===== src/rtl/trig_link_framer.sv =====
// Trigger link framer: frames N_LINKS 56-bit cluster streams into four 16-bit words per crossing,
// each replicated N_COPIES times. Define TRIG_LINK_PRBS_EN to add the PRBS-7 payload test pattern.

module trig_link_lane (
  input  logic        clock_160,
  input  logic        reset_n,
  input  logic        emit_i,
  input  logic [1:0]  ph_i,
  input  logic [7:0]  hdr_i,
  input  logic [55:0] data_i,
  input  logic        prbs_sel_i,
  input  logic [15:0] prbs_word_i,
  output logic [15:0] tx_data_o,
  output logic [1:0]  tx_isk_o
);
  logic [15:0] data_d, data_q;
  logic [1:0]  isk_d, isk_q;

  always_comb begin
    data_d = 16'hBC50;
    isk_d  = 2'b10;
    if (emit_i) begin
      isk_d = 2'b00;
      case (ph_i)
        2'd0: begin
          data_d = {hdr_i, data_i[55:48]};
          isk_d  = 2'b10;
        end
        2'd1:    data_d = data_i[47:32];
        2'd2:    data_d = data_i[31:16];
        default: data_d = data_i[15:0];
      endcase
      if (prbs_sel_i) data_d = prbs_word_i;
    end
  end

  always_ff @(posedge clock_160 or negedge reset_n) begin
    if (!reset_n) begin
      data_q <= 16'hBC50;
      isk_q  <= 2'b10;
    end else begin
      data_q <= data_d;
      isk_q  <= isk_d;
    end
  end

  assign tx_data_o = data_q;
  assign tx_isk_o  = isk_q;
endmodule

module trig_link_framer #(
  parameter int N_LINKS    = 2,
  parameter int N_COPIES   = 2,
  parameter int MISS_LIMIT = 2
) (
  input  logic                            clock_160,
  input  logic                            reset_n,
  input  logic                            ready_i,
  input  logic                            bx_strobe_i,
  input  logic [56*N_LINKS-1:0]           gem_data_i,
  input  logic                            overflow_i,
  input  logic                            bc0_i,
  input  logic                            resync_i,
  input  logic                            prbs_en_i,
  output logic [16*N_LINKS*N_COPIES-1:0]  tx_data_o,
  output logic [2*N_LINKS*N_COPIES-1:0]   tx_isk_o,
  output logic                            locked_o,
  output logic [7:0]                      misalign_cnt_o
);
  localparam int NTX = N_LINKS * N_COPIES;
  localparam logic [7:0] MISS_LIM = 8'(MISS_LIMIT);

  typedef enum logic {ST_UNLOCKED, ST_LOCKED} state_t;

  state_t                   state_q, state_d;
  logic [1:0]               ph_q, ph_d;
  logic [7:0]               hdr_q, hdr_d;
  logic [7:0]               mis_q, mis_d;
  logic [7:0]               miss_q, miss_d;
  logic [N_LINKS-1:0][55:0] data_q, data_d;
  logic [7:0]               cap_hdr;
  logic                     strobe, emit;
  logic                     prbs_sel;
  logic [15:0]              prbs_word;
  logic [N_LINKS-1:0][15:0] lane_data;
  logic [N_LINKS-1:0][1:0]  lane_isk;

  assign strobe = bx_strobe_i && ready_i;
  assign emit   = (state_q == ST_LOCKED) && ready_i;

  // ph_q is the index of the word the output registers load on the next edge;
  // an aligned strobe lands exactly when ph_q wraps from 3.
  always_comb begin
    state_d = state_q;
    ph_d    = ph_q + 2'd1;
    hdr_d   = hdr_q;
    data_d  = data_q;
    mis_d   = mis_q;
    miss_d  = miss_q;
    if (resync_i)        cap_hdr = 8'h1C;
    else if (bc0_i)      cap_hdr = 8'h7C;
    else if (overflow_i) cap_hdr = 8'hF7;
    else                 cap_hdr = 8'hBC;
    case (state_q)
      ST_UNLOCKED: begin
        ph_d = 2'd0;
        if (strobe) begin
          state_d = ST_LOCKED;
          hdr_d   = cap_hdr;
          data_d  = gem_data_i;
          miss_d  = 8'd0;
        end
      end
      default: begin
        if (!ready_i) begin
          state_d = ST_UNLOCKED;
          ph_d    = 2'd0;
          miss_d  = 8'd0;
        end else if (strobe) begin
          ph_d   = 2'd0;
          hdr_d  = cap_hdr;
          data_d = gem_data_i;
          miss_d = 8'd0;
          if (ph_q != 2'd3 && mis_q != 8'hFF) mis_d = mis_q + 8'd1;
        end else if (ph_q == 2'd3) begin
          // Missing strobe: still send a frame slot, with a plain header and no clusters.
          hdr_d  = 8'hBC;
          data_d = '0;
          if (miss_q + 8'd1 >= MISS_LIM) begin
            state_d = ST_UNLOCKED;
            miss_d  = 8'd0;
          end else begin
            miss_d = miss_q + 8'd1;
          end
        end
      end
    endcase
  end

  always_ff @(posedge clock_160 or negedge reset_n) begin
    if (!reset_n) begin
      state_q <= ST_UNLOCKED;
      ph_q    <= 2'd0;
      hdr_q   <= 8'hBC;
      data_q  <= '0;
      mis_q   <= 8'd0;
      miss_q  <= 8'd0;
    end else begin
      state_q <= state_d;
      ph_q    <= ph_d;
      hdr_q   <= hdr_d;
      data_q  <= data_d;
      mis_q   <= mis_d;
      miss_q  <= miss_d;
    end
  end

`ifdef TRIG_LINK_PRBS_EN
  logic [6:0] prbs_q, prbs_d, prbs_s;

  // One 16-bit slice per payload word, first generated bit in the MSB.
  always_comb begin
    prbs_s    = prbs_q;
    prbs_word = '0;
    for (int b = 15; b >= 0; b--) begin
      prbs_word[b] = prbs_s[6] ^ prbs_s[5];
      prbs_s       = {prbs_s[5:0], prbs_word[b]};
    end
    prbs_sel = emit && prbs_en_i && (ph_q != 2'd0);
    prbs_d   = prbs_sel ? prbs_s : prbs_q;
  end

  always_ff @(posedge clock_160 or negedge reset_n) begin
    if (!reset_n) prbs_q <= 7'h7F;
    else          prbs_q <= prbs_d;
  end
`else
  logic unused_prbs_en;
  assign unused_prbs_en = prbs_en_i;
  assign prbs_sel       = 1'b0;
  assign prbs_word      = '0;
`endif

  for (genvar l = 0; l < N_LINKS; l++) begin : g_lane
    trig_link_lane u_lane (
      .clock_160   (clock_160),
      .reset_n     (reset_n),
      .emit_i      (emit),
      .ph_i        (ph_q),
      .hdr_i       (hdr_q),
      .data_i      (data_q[l]),
      .prbs_sel_i  (prbs_sel),
      .prbs_word_i (prbs_word),
      .tx_data_o   (lane_data[l]),
      .tx_isk_o    (lane_isk[l])
    );
  end

  for (genvar j = 0; j < NTX; j++) begin : g_copy
    assign tx_data_o[16*j +: 16] = lane_data[j % N_LINKS];
    assign tx_isk_o[2*j +: 2]    = lane_isk[j % N_LINKS];
  end

  assign locked_o       = (state_q == ST_LOCKED);
  assign misalign_cnt_o = mis_q;
endmodule


===== config.mk =====
export PLATFORM = sky130hd
export DESIGN_NAME = trig_link_framer
export DESIGN_NICKNAME = d
export VERILOG_FILES = /design/src/rtl/trig_link_framer.sv
export SDC_FILE = /design/constraint.sdc
export NUM_CORES = 1
export LEC_CHECK = 0
export CAP_MARGIN = 20
export CORE_MARGIN = 10
export CORE_UTILIZATION = 40
export CTS_CLUSTER_DIAMETER = 120
export DETAILED_ROUTE_END_ITERATION = 16
export MAX_ROUTING_LAYER = met4
export PLACE_DENSITY = 0.73
export SLEW_MARGIN = 25
export SYNTH_ARGS = -nofsm -noshare
export SYNTH_HDL_FRONTEND = slang
export SYNTH_SLANG_ARGS = --single-unit

===== constraint.sdc =====
create_clock -name clock_160 -period 4.5 [get_ports clock_160]
set_input_delay 0.9 -clock clock_160 [delete_from_list [all_inputs] [get_ports clock_160]]
set_output_delay 0.9 -clock clock_160 [all_outputs]
set_load 0.01 [all_outputs]

# Yosys cells after proc, flatten, opt, wreduce, memory -nomap -nowiden
# Index checks and enable logic that the tools add are counted.
# W data, S select, Z words.
# word_totals
in_bits,120
wordCells,64
output_inout_bits,81
reg_bits,173
# classes
n_mux,34
reduce_logical,9
add_sub_neg,3
n_eq_ne,7
order_cmp,1
# ops
operator,count
$mux W112,5
$mux W8,13
$pmux W16 S3,2
$mux W16,2
$add A8 B1 Y8 const B,2
$mux W2,5
$ge A8 B2 Y1 const B,1
$ne A8 B8 Y1 const B,1
$mux W7,1
$mux W1,6
$eq A2 B2 Y1 const B,2
$ne A2 B2 Y1 const B,2
$reduce_and A4 Y1,1
$reduce_bool A2 Y1,2
$logic_and A1 B1 Y1,3
$ne A3 B1 Y1 const B,1
$reduce_and A3 Y1,1
$add A2 B1 Y2 const B,1
$eq A2 B1 Y1 const B,1
$logic_not A2 Y1,1
$reduce_and A2 Y1,1

# Longest topological paths before layout
# Gate-level depths: netlist (run 1).
# depth
word_depth,7
mapped_depth,8
depth_no_buf,6

# Cells and area by module
# From an unflattened synthesis (run 1), not the netlist that was laid out.
# unflattened
cells_unflattened,581
hier_area_um2,7559.8
# modules_own_cells
mod,cells_per_inst,seq_area_each_um2,area_each_um2,n_inst
trig_link_framer,385,3407.0,5345.1,1
trig_link_lane,98,435.4,1107.3,2

# Least setup slack after synthesis (run 1)
# Ideal clock, no wire load.
# synth_path
path_type,in2reg
startpoint,input port ready_i
endpoint,register data_q[4] (netlist name)
n_path_buf,4
path_slack_ns,2.532
t_required_ns,4.379
t_arrival_ns,1.847
setup_ns,0.121
path_stages,6
cell_sequence,buf_2 and2_1 buf_2 buf_2 buf_2 a22o_1
# synth_via
elab_chain_len,4
elab_cells_between_ends,8
cone_classes,eq/ne (1); mux (3); reduce/logical (4)
# synth_rtl
item,line,source
from (decl),58,"input logic ready_i,"
$logic_and A1 B1 Y1,88,assign strobe = bx_strobe_i && ready_i;
$mux W112,119,end else if (strobe) begin
$mux W112,115,if (!ready_i) begin
$mux W112,104,case (state_q)
to (signal assigned),152,data_q <= data_d;
to (decl),80,"logic [N_LINKS-1:0][55:0] data_q, data_d;"
# Parallel ways exist; a longest one is shown, timed or not. The select of a mux whose other input is x is not followed.
# A chain may end at the register's enable or synchronous reset.

# Worst setup path after layout (run 1)
# layout_path
startpoint,input port bx_strobe_i
endpoint,register data_q[20] (netlist name)
# layout_via
elab_chain_len,4
elab_cells_between_ends,7
cone_classes,mux (3); reduce/logical (4)
# layout_rtl
item,line,source
from (decl),59,"input logic bx_strobe_i,"
$logic_and A1 B1 Y1 (*),88,
$mux W112,119,
$mux W112,115,
$mux W112,104,
# Every way passes the cells marked *; elsewhere a longest branch is shown, timed or not. The select of a mux whose other input is x is not followed.

==> results.cfg, run 1 <==
[outcome]
outcome = completed

[min_path]
hold_start = misalign_cnt_o[7]$_DFFE_PN0P_
hold_depth = 1
hold_class = reg2reg
min_to = misalign_cnt_o[7]$_DFFE_PN0P_

[routing]
drt-pass1-iter-count = 6
top_layer = met4
drc = 0
vias = 5254
wl_per_cell_um = 20.97
wl_um = 19740
wl_met1_um = 8125
met3_length_um = 1419
routed_via_density = 5.583
wl_met2_um = 9970
drtIter0Drc = 462
ant_nets = 0

[pwr]
p_int_mw = 2.972
leakagePower_nw = 4.157
switching_share = 0.2525
worst_ir_drop_vdd_mv = 0.2611
switchingPower_mw = 1.004
power.density_mw_per_mm2 = 424.7
power_frac_clock = 0.358
totalPowerFinal_mw = 3.976
p_seq_frac = 0.465
p_comb_frac = 0.177

[sta]
rsz0062_at_grt = false
setup_viol = 0
skew_ns = 0.01304
holdWs_ns = 0.4934
fmax_mhz = 359.8
final_hold_viol_count = 0
fin_crit_ns = 2.779
setup_ws_ns = 1.721
finalMaxSlewViolations = 0
max_slew_margin = 0.4042
setup_tns_ns = 0
fin_crit_sh = 0.6175
worst_pin_slew_ns = 0.8936

[logic_synthesis]
synth_cell_types = 41
synth_top_cells_by_count = 151 x dfrtp_1, 112 x a22o_1, 39 x buf_4
avgSynthCellArea_um2 = 12.35
synth_cells = 561
yosys_warnings = 0
async_flop_share = 1.000
synth_edf_count = 0
synth_most_common_cell = dfrtp_1
netlist_area_mm2 = 0.006929
ys.flop_type = dfrtp_1
ys_ff_latch = 169
synth_top_cell_by_area = dfrtp_1
synth_top_area_frac = 0.5453
synth.area.top_cells = dfrtp_1 55%, a22o_1 14%, dfstp_2 6.8%
yosysSeqAreaShare = 0.6136

[global_routing]
gr-total-overflow = 0
grt_pass1_wl_um = 31330
antenna_found_initial = 0
grt_pass1_vias = 5732
grt_usage = 0.1771
grt_start_max_net_pins = 115

[placed_design]
port_buffers = 195
gp_congestion = 0.8011
post-place-ws_ns = 1.320
hpwlAfterDp_um = 13610

[final_layout]
drive_gt1_frac = 0.09078
n_antenna_cell = 0
area_growth_pct = 35.10
fillers = 1449
multi_input_area_mm2 = 0.002203
num-nets-final = 831
ff_latch_area_mm2 = 0.004252

[setup_path]
r2r_slack_ns = 2.11
worst_setup_path_end_kind = register
critical_path_required_ns = 4.85
critPathArrivalTime_ns = 3.13
r2r-end = data_q[20]$_DFFE_PN0P_
start_kind = primary input
cp_max_fo = 66
critPathKind = in2reg
r2r_cells = 5
crit-reg2reg-launch = ph_q[0]$_DFF_PN0_

[cts]
clkTransAtPathRegs_ns = 0.06
cts_tree = yes
h-tree-depth = 4
ctsResizeCount = 0
clk_path_buf_depth = 2
post_cts_buffers = 0
cts_root_buf = clkbuf_16
clk-insertion-delay-late_ns = 0.42
cts.hold.buffers_added = 0
clkSinkCount = 169
numCtsBuffers = 17

[floorplan]
coreArea_mm2 = 0.01712
die-height_um = 151.6
num_rows = 48
die_area_mm2 = 0.02299
die_x_um = 151.6
num_io_pins = 201
start_util = 0.4048

[job]
drv_cap = 0
kinds of logic after synthesis:
kind of cell / count (synthesis) / share of synthesized area
compound gates: 196 / 0.2284
flops: 169 / 0.6136
simple gates: 93 / 0.06284
buf+inv: 87 / 0.07151
fa+ha+maj: 7 / 0.01264
xor+xnor: 7 / 0.008848
other cells: 1 / 0.0005412
mux: 1 / 0.001625
registers in the layout, summed over array words and instances, names as in the netlist:
register and count:
misalign_cnt_o 8, ph_q 2, g_lane.u_lane.tx_data_o 32, miss_q 8, hdr_q 5, data_q 112
locked_o 1, g_lane.u_lane.tx_isk_o 1
stage by stage:
step / instance area (um^2) / instances / util
6_report: 9361 / 941 / 0.5469
5_1_grt: 9361 / 941 / 0.5469
4_1_cts: 9359 / 941 / 0.5468
3_5_place_dp: 8785 / 910 / 0.5132
3_3_place_gp: 8785 / 910 / 0.5132
2_1_floorplan: 6940 / 564 / -
power groups by stage:
| stage | Clock [mW] | Sequential, mW | Combinational, mW |
|---|---|---|---|
| finish | 1.42 | 1.85 | 0.703 |
| CTS | 1.45 | 1.85 | 0.715 |
| detailed placement | 0 | 1.87 | 0.710 |
| global placement | 0 | 1.86 | 0.697 |
| floorplan | 0 | 1.86 | 0.351 |
| global route | 1.53 | 1.87 | 0.770 |
per-layer routing:
metal  GRT usage  vias up
met4     0.04480        0
met5           -        -
li1            -     2341
met2      0.2850      222
met3     0.04574       16
met1      0.2194     2675
area by class of cell:
class | count | share of cell area
clock inverter | 7 | 0.009890
tap | 225 | 0.03007
timing repair buffer | 204 | 0.2175
multi-input combinational | 308 | 0.2354
sequential | 169 | 0.4542
clock buffer | 24 | 0.05146
inverter | 4 | 0.001604
placed cells by master, fill, tap and decap left out, types with 4 or more instances in the layout:
cell type	count
nand2_1	28
clkbuf_16	17
dfstp_2	18
a21oi_1	24
a22o_1	112
xnor2_1	4
a221oi_1	4
clkdlybuf4s50_1	194
nor2_1	33
dfrtp_1	151
a222oi_1	22
buf_4	8
clkbuf_8	4
and2_1	9
conb_1	4
o21ai_0	19
clkbuf_1	4
ha_1	7
a22oi_1	6
worst max-delay path by stage:
stage | start | end | cells past startpoint
2_1_floorplan | ready_i | data_q[4]$_DFFE_PN0P_ | 6
3_3_place_gp | bx_strobe_i | data_q[105]$_DFFE_PN0P_ | 5
3_5_place_dp | bx_strobe_i | data_q[100]$_DFFE_PN0P_ | 5
4_1_cts | bx_strobe_i | data_q[100]$_DFFE_PN0P_ | 5
5_1_grt | bx_strobe_i | data_q[59]$_DFFE_PN0P_ | 5
6_report | bx_strobe_i | data_q[20]$_DFFE_PN0P_ | 5
worst max-delay path, stage by stage:
cell             delay, ns
clkdlybuf4s50_1       0.56
a21o_1                0.28
nand2_4               0.56
buf_4                 0.56
a22o_1                0.21
Power figures use the tool's default switching activity.
==> run 2: changes to the inputs <==
--- a/config.mk
+++ b/config.mk
@@ -11,7 +11,7 @@
 export CTS_CLUSTER_DIAMETER = 120
 export DETAILED_ROUTE_END_ITERATION = 16
 export MAX_ROUTING_LAYER = met4
-export PLACE_DENSITY = 0.73
+export PLACE_DENSITY = 0.76
 export SLEW_MARGIN = 25
 export SYNTH_ARGS = -nofsm -noshare
 export SYNTH_HDL_FRONTEND = slang
==> constraint.sdc (replaced) <==
create_clock -name clock_160 -period 2.55 [get_ports clock_160]
set_input_delay 0.51 -clock clock_160 [delete_from_list [all_inputs] [get_ports clock_160]]
set_output_delay 0.51 -clock clock_160 [all_outputs]
set_load 0.01 [all_outputs]
==> results.cfg, run 2 (synthesis results as in run 1) <==
[sta]
skew_ns = 0.009512
final_hold_viol_count = 0
fmax_mhz = 491.6
fin_crit_ns = 2.034
rsz0062_at_grt = false
setup_viol = 0
fin_crit_sh = 0.7977
worst_pin_slew_ns = 0.6396
finalMaxSlewViolations = 0
setup_tns_ns = 0
max_slew_margin = 0.5736

[final_layout]
num-nets-final = 839
final_core_util = 0.5503
most-common-layout-cells = 194 x clkdlybuf4s50_1, 151 x dfrtp_1, 112 x a22o_1
multi_input_area_mm2 = 0.002203
drive_gt1_frac = 0.09655
area_growth_pct = 35.93
regMostFlops = data_q
n_antenna_cell = 0
final_common_cell = clkdlybuf4s50_1
fin_cells = 950
fillers = 1418
ff_latch_area_mm2 = 0.004252
largest_register_ffs = 112

[routing]
ant_nets = 0
wl_per_cell_um = 20.73
drc = 0
vias = 5271
drtIter0Drc = 366
wl_um = 19690
routed_via_density = 5.548
drt-pass1-iter-count = 5

[placed_design]
gp_congestion = 0.7985
hpwlAfterDp_um = 13830
port_buffers = 195
placed_cells = 918

[cts]
numCtsBuffers = 17
clkTransAtPathRegs_ns = 0.06
cts_tree = yes
clkSinkCount = 169
cts_root_buf = clkbuf_16
post_cts_buffers = 0
cts.hold.buffers_added = 0
clk-insertion-delay-late_ns = 0.43
ctsResizeCount = 0
h-tree-depth = 4
clk_path_buf_depth = 2

[pwr]
switchingPower_mw = 1.786
p_comb_frac = 0.183
switching_share = 0.2588
power.density_mw_per_mm2 = 732.6
power_frac_clock = 0.345
leakagePower_nw = 4.188
p_seq_frac = 0.472
p_int_mw = 5.114
totalPowerFinal_mw = 6.900
worst_ir_drop_vdd_mv = 0.4861

[floorplan]
die_area_mm2 = 0.02299
coreArea_mm2 = 0.01712
die-height_um = 151.6
num_rows = 48
num_io_pins = 201
die_x_um = 151.6
start_util = 0.4048

[outcome]
outcome = completed

[global_routing]
gr-total-overflow = 0
met3_usage = 0.05079
gr-usage-met1 = 0.2156
grt_pass1_vias = 5647
grt_use_met2 = 0.2775
antenna_found_initial = 0
grt_usage = 0.1756
grt_start_max_net_pins = 71
busiest_layer = met2
grt_pass1_wl_um = 30700

[job]
drv_cap = 0

[setup_path]
critical_path_required_ns = 2.04
critical_path.n_buffers_inverters = 1
cp.depth = 1
crit_chain = clkdlybuf4s50_1
critPathArrivalTime_ns = 1.52
critPathSlowestCell = dfstp_2
r2r_cells = 6
critPathKind = reg2out
worst_setup_path_end_kind = primary output
cpLargestDelayFamily = flip-flops
cp_max_fo = 4
start_kind = register
slowest_delay_ns = 0.55

[min_path]
hold_class = in2async
## run 2: path summary, 6_finish.rpt
kind,start,to,slack (ns)
min,reset_n,data_q[93]$_DFFE_PN0P_,0.1
max in group asynchronous,reset_n,data_q[34]$_DFFE_PN0P_,1.77
min reg2reg,data_q[66]$_DFFE_PN0P_,data_q[66]$_DFFE_PN0P_,0.50
max,g_lane[0].u_lane.tx_isk_o[1]$_DFF_PN1_,tx_isk_o[7],0.52
min in group clock_160,data_q[66]$_DFFE_PN0P_,data_q[66]$_DFFE_PN0P_,0.50
max reg2reg,ph_q[0]$_DFF_PN0_,g_lane[0].u_lane.tx_data_o[13]$_DFF_PN1_,0.65
## run 2: layout make-up
cell class              instances  area share
flip-flops and latches        169      0.4514
multi-input cells             308      0.2339
repair buffers                212      0.2262
clock buffers                  25     0.04942
well taps                     225     0.02989
clock inverters                 7    0.007572
inverters                       4    0.001594
## run 2: power groups by stage
stage	clock network (mW)	logic, mW	registers (mW)
2_1_floorplan	0	0.619	3.28
3_3_place_gp	0	1.25	3.28
3_5_place_dp	0	1.27	3.30
4_1_cts	2.43	1.28	3.26
5_1_grt	2.55	1.38	3.30
6_report	2.38	1.26	3.26
## run 2: layer usage
layer,share of wire,vias up
met5,0,-
met3,0.081,14
met1,0.41,2676
met2,0.50,226
met4,0.0087,0
li1,-,2355
## run 2: per-stage QoR
| stage | worst slack, ns | area (um^2) | hold WS [ns] |
|---|---|---|---|
| final | 0.5159 | 9419 | 0.09638 |
| after global routing | 0.4678 | 9419 | 0.1342 |
| after CTS | 0.4828 | 9419 | 0.1027 |
| after detailed placement | 0.2925 | 8882 | 0.4766 |
| after global placement | 0.3343 | 8882 | 0.4601 |
| after floorplan | 0.9196 | 6940 | 0.2144 |
